==> src/rtl/soc_arb_pkg.sv <==
// Shared types for the OBI memory-port arbiter: FSM states and requester IDs.
package soc_arb_pkg;

    typedef enum logic {
        ARB_IDLE   = 1'b0,
        ARB_LOCKED = 1'b1
    } arb_state_t;

    typedef logic arb_id_t;

    localparam arb_id_t ARB_ID_M0 = 1'b0;
    localparam arb_id_t ARB_ID_M1 = 1'b1;

endpackage

==> src/rtl/obi_outstanding_fifo.sv <==
// In-order table of requester IDs for granted-but-unanswered OBI transfers.
module obi_outstanding_fifo
    import soc_arb_pkg::*;
#(
    parameter int DEPTH = 2,
    parameter int CNT_W = $clog2(DEPTH + 1)
) (
    input  logic             clk_i,
    input  logic             rst_i,
    input  logic             push_i,
    input  arb_id_t          push_id_i,
    input  logic             pop_i,
    output logic             full_o,
    output logic             empty_o,
    output logic [CNT_W-1:0] count_o,
    output arb_id_t          head_o
);

    localparam int PTR_W = (DEPTH > 1) ? $clog2(DEPTH) : 1;

    arb_id_t          r_mem [DEPTH];
    logic [PTR_W-1:0] r_wr_ptr;
    logic [PTR_W-1:0] r_rd_ptr;
    logic [CNT_W-1:0] r_count;

    function automatic logic [PTR_W-1:0] ptr_inc(input logic [PTR_W-1:0] ptr);
        return (ptr == PTR_W'(DEPTH - 1)) ? '0 : ptr + PTR_W'(1);
    endfunction

    always_ff @(posedge clk_i) begin
        if (push_i) begin
            r_mem[r_wr_ptr] <= push_id_i;
        end
    end

    always_ff @(posedge clk_i) begin
        if (rst_i) begin
            r_wr_ptr <= '0;
            r_rd_ptr <= '0;
            r_count  <= '0;
        end else begin
            if (push_i) begin
                r_wr_ptr <= ptr_inc(r_wr_ptr);
            end
            if (pop_i) begin
                r_rd_ptr <= ptr_inc(r_rd_ptr);
            end
            case ({push_i, pop_i})
                2'b10:   r_count <= r_count + CNT_W'(1);
                2'b01:   r_count <= r_count - CNT_W'(1);
                default: r_count <= r_count;
            endcase
        end
    end

    assign full_o  = (r_count == CNT_W'(DEPTH));
    assign empty_o = (r_count == '0);
    assign count_o = r_count;
    assign head_o  = r_mem[r_rd_ptr];

endmodule

==> src/rtl/obi_mem_port_arbiter.sv <==
// Two-requester OBI arbiter sharing one memory port, with in-order response routing.
// Optional stall counters enabled by defining OBI_ARB_PERF_CNT_EN.
//
// state      | meaning
// ARB_IDLE   | winner picked combinationally each cycle (round-robin on conflict)
// ARB_LOCKED | request presented but not granted; mux held on r_owner until granted
module obi_mem_port_arbiter
    import soc_arb_pkg::*;
#(
    parameter int ADDR_WIDTH      = 32,
    parameter int DATA_WIDTH      = 32,
    parameter int BE_WIDTH        = 4,
    parameter int MAX_OUTSTANDING = 2
) (
    input  logic                  clk_i,
    input  logic                  rst_i,
    input  logic                  m0_req_i,
    input  logic [ADDR_WIDTH-1:0] m0_addr_i,
    input  logic                  m0_we_i,
    input  logic [BE_WIDTH-1:0]   m0_be_i,
    input  logic [DATA_WIDTH-1:0] m0_wdata_i,
    output logic                  m0_gnt_o,
    output logic                  m0_rvalid_o,
    output logic [DATA_WIDTH-1:0] m0_rdata_o,
    input  logic                  m1_req_i,
    input  logic [ADDR_WIDTH-1:0] m1_addr_i,
    input  logic                  m1_we_i,
    input  logic [BE_WIDTH-1:0]   m1_be_i,
    input  logic [DATA_WIDTH-1:0] m1_wdata_i,
    output logic                  m1_gnt_o,
    output logic                  m1_rvalid_o,
    output logic [DATA_WIDTH-1:0] m1_rdata_o,
    output logic                  s_req_o,
    output logic [ADDR_WIDTH-1:0] s_addr_o,
    output logic                  s_we_o,
    output logic [BE_WIDTH-1:0]   s_be_o,
    output logic [DATA_WIDTH-1:0] s_wdata_o,
    input  logic                  s_gnt_i,
    input  logic                  s_rvalid_i,
    input  logic [DATA_WIDTH-1:0] s_rdata_i,
    output logic                  rsp_err_o
`ifdef OBI_ARB_PERF_CNT_EN
    ,
    output logic [31:0]           perf_m0_stall_o,
    output logic [31:0]           perf_m1_stall_o
`endif
);

    localparam int CNT_W = $clog2(MAX_OUTSTANDING + 1);

    arb_state_t       r_state;
    arb_state_t       w_state_nxt;
    arb_id_t          r_owner;
    arb_id_t          w_owner_nxt;
    arb_id_t          r_rr_ptr;
    arb_id_t          w_rr_nxt;
    arb_id_t          w_sel;
    arb_id_t          w_head;
    logic             w_sel_req;
    logic             w_accept;
    logic             w_pop;
    logic             w_full;
    logic             w_empty;
    logic [CNT_W-1:0] w_count;
    logic             r_rsp_err;

    always_comb begin
        w_sel       = r_rr_ptr;
        w_state_nxt = r_state;
        w_owner_nxt = r_owner;
        w_rr_nxt    = r_rr_ptr;
        s_addr_o    = '0;
        s_we_o      = 1'b0;
        s_be_o      = '0;
        s_wdata_o   = '0;

        if (r_state == ARB_LOCKED) begin
            w_sel = r_owner;
        end else if (m0_req_i && !m1_req_i) begin
            w_sel = ARB_ID_M0;
        end else if (m1_req_i && !m0_req_i) begin
            w_sel = ARB_ID_M1;
        end

        w_sel_req = (w_sel == ARB_ID_M1) ? m1_req_i : m0_req_i;
        // A full table blocks the request outright, even if a pop lands this cycle.
        s_req_o   = w_sel_req & ~w_full & ~rst_i;
        w_accept  = s_req_o & s_gnt_i;

        if (s_req_o) begin
            s_addr_o  = (w_sel == ARB_ID_M1) ? m1_addr_i  : m0_addr_i;
            s_we_o    = (w_sel == ARB_ID_M1) ? m1_we_i    : m0_we_i;
            s_be_o    = (w_sel == ARB_ID_M1) ? m1_be_i    : m0_be_i;
            s_wdata_o = (w_sel == ARB_ID_M1) ? m1_wdata_i : m0_wdata_i;
        end

        case (r_state)
            ARB_IDLE: begin
                if (s_req_o && s_gnt_i) begin
                    w_rr_nxt = ~w_sel;
                end else if (s_req_o) begin
                    w_state_nxt = ARB_LOCKED;
                    w_owner_nxt = w_sel;
                end
            end
            ARB_LOCKED: begin
                if (w_accept) begin
                    w_state_nxt = ARB_IDLE;
                    w_rr_nxt    = ~r_owner;
                end
            end
            default: w_state_nxt = ARB_IDLE;
        endcase
    end

    always_ff @(posedge clk_i) begin
        if (rst_i) begin
            r_state  <= ARB_IDLE;
            r_owner  <= ARB_ID_M0;
            r_rr_ptr <= ARB_ID_M0;
        end else begin
            r_state  <= w_state_nxt;
            r_owner  <= w_owner_nxt;
            r_rr_ptr <= w_rr_nxt;
        end
    end

    obi_outstanding_fifo #(
        .DEPTH (MAX_OUTSTANDING),
        .CNT_W (CNT_W)
    ) u_outstanding (
        .clk_i     (clk_i),
        .rst_i     (rst_i),
        .push_i    (w_accept),
        .push_id_i (w_sel),
        .pop_i     (w_pop),
        .full_o    (w_full),
        .empty_o   (w_empty),
        .count_o   (w_count),
        .head_o    (w_head)
    );

    assign m0_gnt_o    = w_accept & (w_sel == ARB_ID_M0);
    assign m1_gnt_o    = w_accept & (w_sel == ARB_ID_M1);
    assign w_pop       = s_rvalid_i & ~w_empty & ~rst_i;
    assign m0_rvalid_o = w_pop & (w_head == ARB_ID_M0);
    assign m1_rvalid_o = w_pop & (w_head == ARB_ID_M1);
    assign m0_rdata_o  = s_rdata_i;
    assign m1_rdata_o  = s_rdata_i;

    always_ff @(posedge clk_i) begin
        if (rst_i) begin
            r_rsp_err <= 1'b0;
        end else if (s_rvalid_i && w_empty) begin
            r_rsp_err <= 1'b1;
        end
    end

    assign rsp_err_o = r_rsp_err;

`ifdef OBI_ARB_PERF_CNT_EN
    logic [31:0] r_perf_m0_stall;
    logic [31:0] r_perf_m1_stall;

    always_ff @(posedge clk_i) begin
        if (rst_i) begin
            r_perf_m0_stall <= '0;
            r_perf_m1_stall <= '0;
        end else begin
            if (m0_req_i && !m0_gnt_o && !(&r_perf_m0_stall)) begin
                r_perf_m0_stall <= r_perf_m0_stall + 32'd1;
            end
            if (m1_req_i && !m1_gnt_o && !(&r_perf_m1_stall)) begin
                r_perf_m1_stall <= r_perf_m1_stall + 32'd1;
            end
        end
    end

    assign perf_m0_stall_o = r_perf_m0_stall;
    assign perf_m1_stall_o = r_perf_m1_stall;
`endif

endmodule

==> config.mk <==
export PLATFORM = sky130hd
export DESIGN_NAME = obi_mem_port_arbiter
export DESIGN_NICKNAME = d
export VERILOG_FILES = /design/src/rtl/soc_arb_pkg.sv /design/src/rtl/obi_outstanding_fifo.sv /design/src/rtl/obi_mem_port_arbiter.sv
export SDC_FILE = /design/constraint.sdc
export NUM_CORES = 1
export LEC_CHECK = 0
export ABC_AREA = 1
export CORE_AREA = 2 2 122 124
export CTS_CLUSTER_SIZE = 14
export DETAILED_ROUTE_END_ITERATION = 10
export DIE_AREA = 0 0 124 126
export SYNTH_ARGS = -nofsm -noshare
export SYNTH_HDL_FRONTEND = slang
export SYNTH_SLANG_ARGS = --single-unit
==> constraint.sdc <==
create_clock -name clk_i -period 2.2 [get_ports clk_i]
set_input_delay 0.44 -clock clk_i [delete_from_list [all_inputs] [get_ports clk_i]]
set_output_delay 0.44 -clock clk_i [all_outputs]
set_load 0.005 [all_outputs]
==> flow_summary.toml <==
[synthesis]
async_reset_ff_share_pct = 0
synthesis.nets = 546
syn_area_sq_um = 2097
synthTopCellsByArea = "nand2_1 27%, buf_4 23%, a21oi_1 15%, dfxtp_1 8.6%, a21oi_2 5.0%"
synth.largest_area_cell = "nand2_1"
netlist.area_leader.share_pct = 27.03
ys_ff_latch = 11
synth_cell_types = 20
synth_flop_cell = "dfxtp_1"
synth_seq_area_share_pct = 11.46
synth_most_common_cell = "nand2_1"
synth_edf_count = 2
avgSynthCellArea_sq_um = 5.683
synthCells = 369
synthTopCellsByCount = "151 x nand2_1, 65 x buf_4, 63 x a21oi_1"
yosysWarnings = 0

[route]
vias = 3105
ant_nets = 0
routed_wl_mm = 12.09
dr.pass1.iters = 4
drc = 0
wl_per_cell_um = 15.89
initialDrtViolationCount = 48
vias_per_cell = 4.080

[power]
p_per_area_nw_per_um2 = 396.9
power_frac_seq_pct = 11.7
pwr-share-comb_pct = 71.8
switching_share_pct = 35.01
ir_worst_vdd_v = 0.0003260
p_clk_share_pct = 16.5
p_leak_nw = 2.300
intPower_mw = 1.304
p_sw_uw = 702.3

[critical_path]
cpMaxStageDelayCell = "nor2_4"
worst_setup_path_start_kind = "input pin"
path_cells = "buf_8, nand2_1, nand2_1, nand2_2, buf_4, a21oi_4, nor2_4, inv_6, buf_8, buf_4, buf_12, a21oi_4, buf_2"
cp-end-kind = "primary output"
arrival_ns = 1.78
crit_buf_inv = 7
path_max_fanout = 8
crit_type = "input pin to primary output"
cp_slowest_stage_delay_ns = 0.15
r2r_slack_ns = 0.19
critPathTopFamily = "buffers and inverters"
crit_required_ns = 1.76

[sta]
rsz0062_at_grt = "yes"
skew_ns = 0.002135
maxSlewViolCount = 0
tns_ns = -0.08354
timing.final.crit_share_pct = 100.8
max-slew-margin-rel_pct = 83.58
hold_viol = 0
fin_ws_ns = -0.01756
tightestPinTransition_ns = 0.2437
fin_crit_ns = 2.218
fin_hold_ws_ns = 0.4653
setup_viol = 9
max_freq_mhz = 450.9

[floorplanning]
die-area_sq_um = 15620
die_height_um = 126
design.core.area_sq_um = 14310
initial_core_util_pct = 14.65
die_x_um = 124
io_pins = 315
rows = 44

[clock_network]
cts_root_buf = "clkbuf_16"
cts_tree = "done"
clockBufferDepth = 2
cts_buffers = 3
ctsHoldBuffers = 0
path_clk_slew_ns = 0.04
cts.htree.levels = 1
clock_latency_ns = 0.24
clock-sinks = 11

[final_layout]
fin_cells = 761
multiInputGateArea_sq_um = 1486
syn_to_final_growth_pct = 141.0
nFillCells = 1535
utilization_pct = 35.31
design_area_sq_um = 5054
antennaDiodeCount = 0
regArea_sq_um = 244.0
drive_above_1_share_pct = 41.94
nNetsFinal = 755

[global_route]
grt_overflow = 0
grt_max_degree = 16
grt_pass1_vias = 3074
antenna_found_initial = 0
grt_pass1_wl_mm = 16.99
grt.total_usage_pct = 14.43

[place]
place_inst = 707
place_area_sq_um = 4103
port_buffers = 218
hpwl_mm = 6.814
place_congestion = 0.7453

[worst_hold_path]
holdCritPathClass = "register to register"

[flow_run]
max_cap_viol_count = 0

[status]
violations = "setup timing"
status = "finished, violations left"
-- kinds of logic (layout without fill, tap and decap cells) --
kind of cell             after synthesis  after routing  synth area share [%]
XOR/XNOR                               1              1                0.4177
adder cells (fa/ha/maj)                1              1                0.5966
AO/OA/AOI/OAI                         81             81                 21.54
buffers and inverters                101            309                 33.65
flip-flops                            11             11                 11.46
AND/OR/NAND/NOR                      174            174                 32.34
-- power by group through the flow --
stage	Combinational, mW	Clock [mW]	Sequential [mW]
CTS	1.43	0.338	0.234
global route	1.56	0.350	0.236
global placement	0.957	0	0.235
floorplan	0.468	0	0.235
finish	1.44	0.331	0.234
detailed placement	0.953	0	0.235
-- final cells by class --
| class | count | share of cell area (%) |
|---|---|---|
| timing repair buffer | 290 | 58.28 |
| multi-input combinational | 257 | 29.41 |
| sequential | 11 | 4.828 |
| tap | 184 | 4.556 |
| clock buffer | 4 | 1.560 |
| inverter | 15 | 1.362 |
-- worst min-delay path, stage by stage, from the launching register on --
cell and delay (ns):
dfxtp_1 0.32, a31oi_1 0.04, nor2_1 0.07
-- through the flow --
step	power, mW	worst slack, ns
6_report	2.006	-0.01756
4_1_cts	2.001	-0.07106
3_5_place_dp	1.189	-0.7050
3_3_place_gp	1.192	-0.6933
2_1_floorplan	0.7024	0.3535
5_1_grt	2.143	-0.1272
-- cell usage in the layout (no fill, tap or decap), types with 13 or more instances in the layout --
cell type,netlist,routed
a21oi_2,12,59
buf_12,0,15
buf_16,0,15
buf_2,12,67
buf_4,65,30
clkdlybuf4s50_1,0,141
nand2_1,151,133
nand2_2,2,13
nor2_1,16,15
-- worst paths after layout --
check	from	end	cells after the start
setup / recovery	m1_req_i	s_wdata_o[27]	13
hold / removal	rsp_err_o$_SDFFE_PP0P_	rsp_err_o$_SDFFE_PP0P_	2
setup reg to reg	register	u_outstanding.count_o[1]$_SDFFE_PP0P_	13
hold reg to reg	rsp_err_o$_SDFFE_PP0P_	rsp_err_o$_SDFFE_PP0P_	2
-- per-layer routing --
metal	vias to the layer above	GRT usage, %	routed length, um
met3	37	3.034	1087
met2	158	25.15	5844
li1	1527	-	-
met1	1383	17.58	4821
met4	0	4.428	340
met5	-	0	0
-- timing repair --
action / CTS / global route
gates cloned: 19 / 1
endpoints found under the hold margin: 0 / 0
endpoints found under the setup margin: 76 / 68
resized for setup: 373 / 54
pin swaps: 9 / 14
setup buffers: 31 / 2
(Power assumes the default switching activity.)
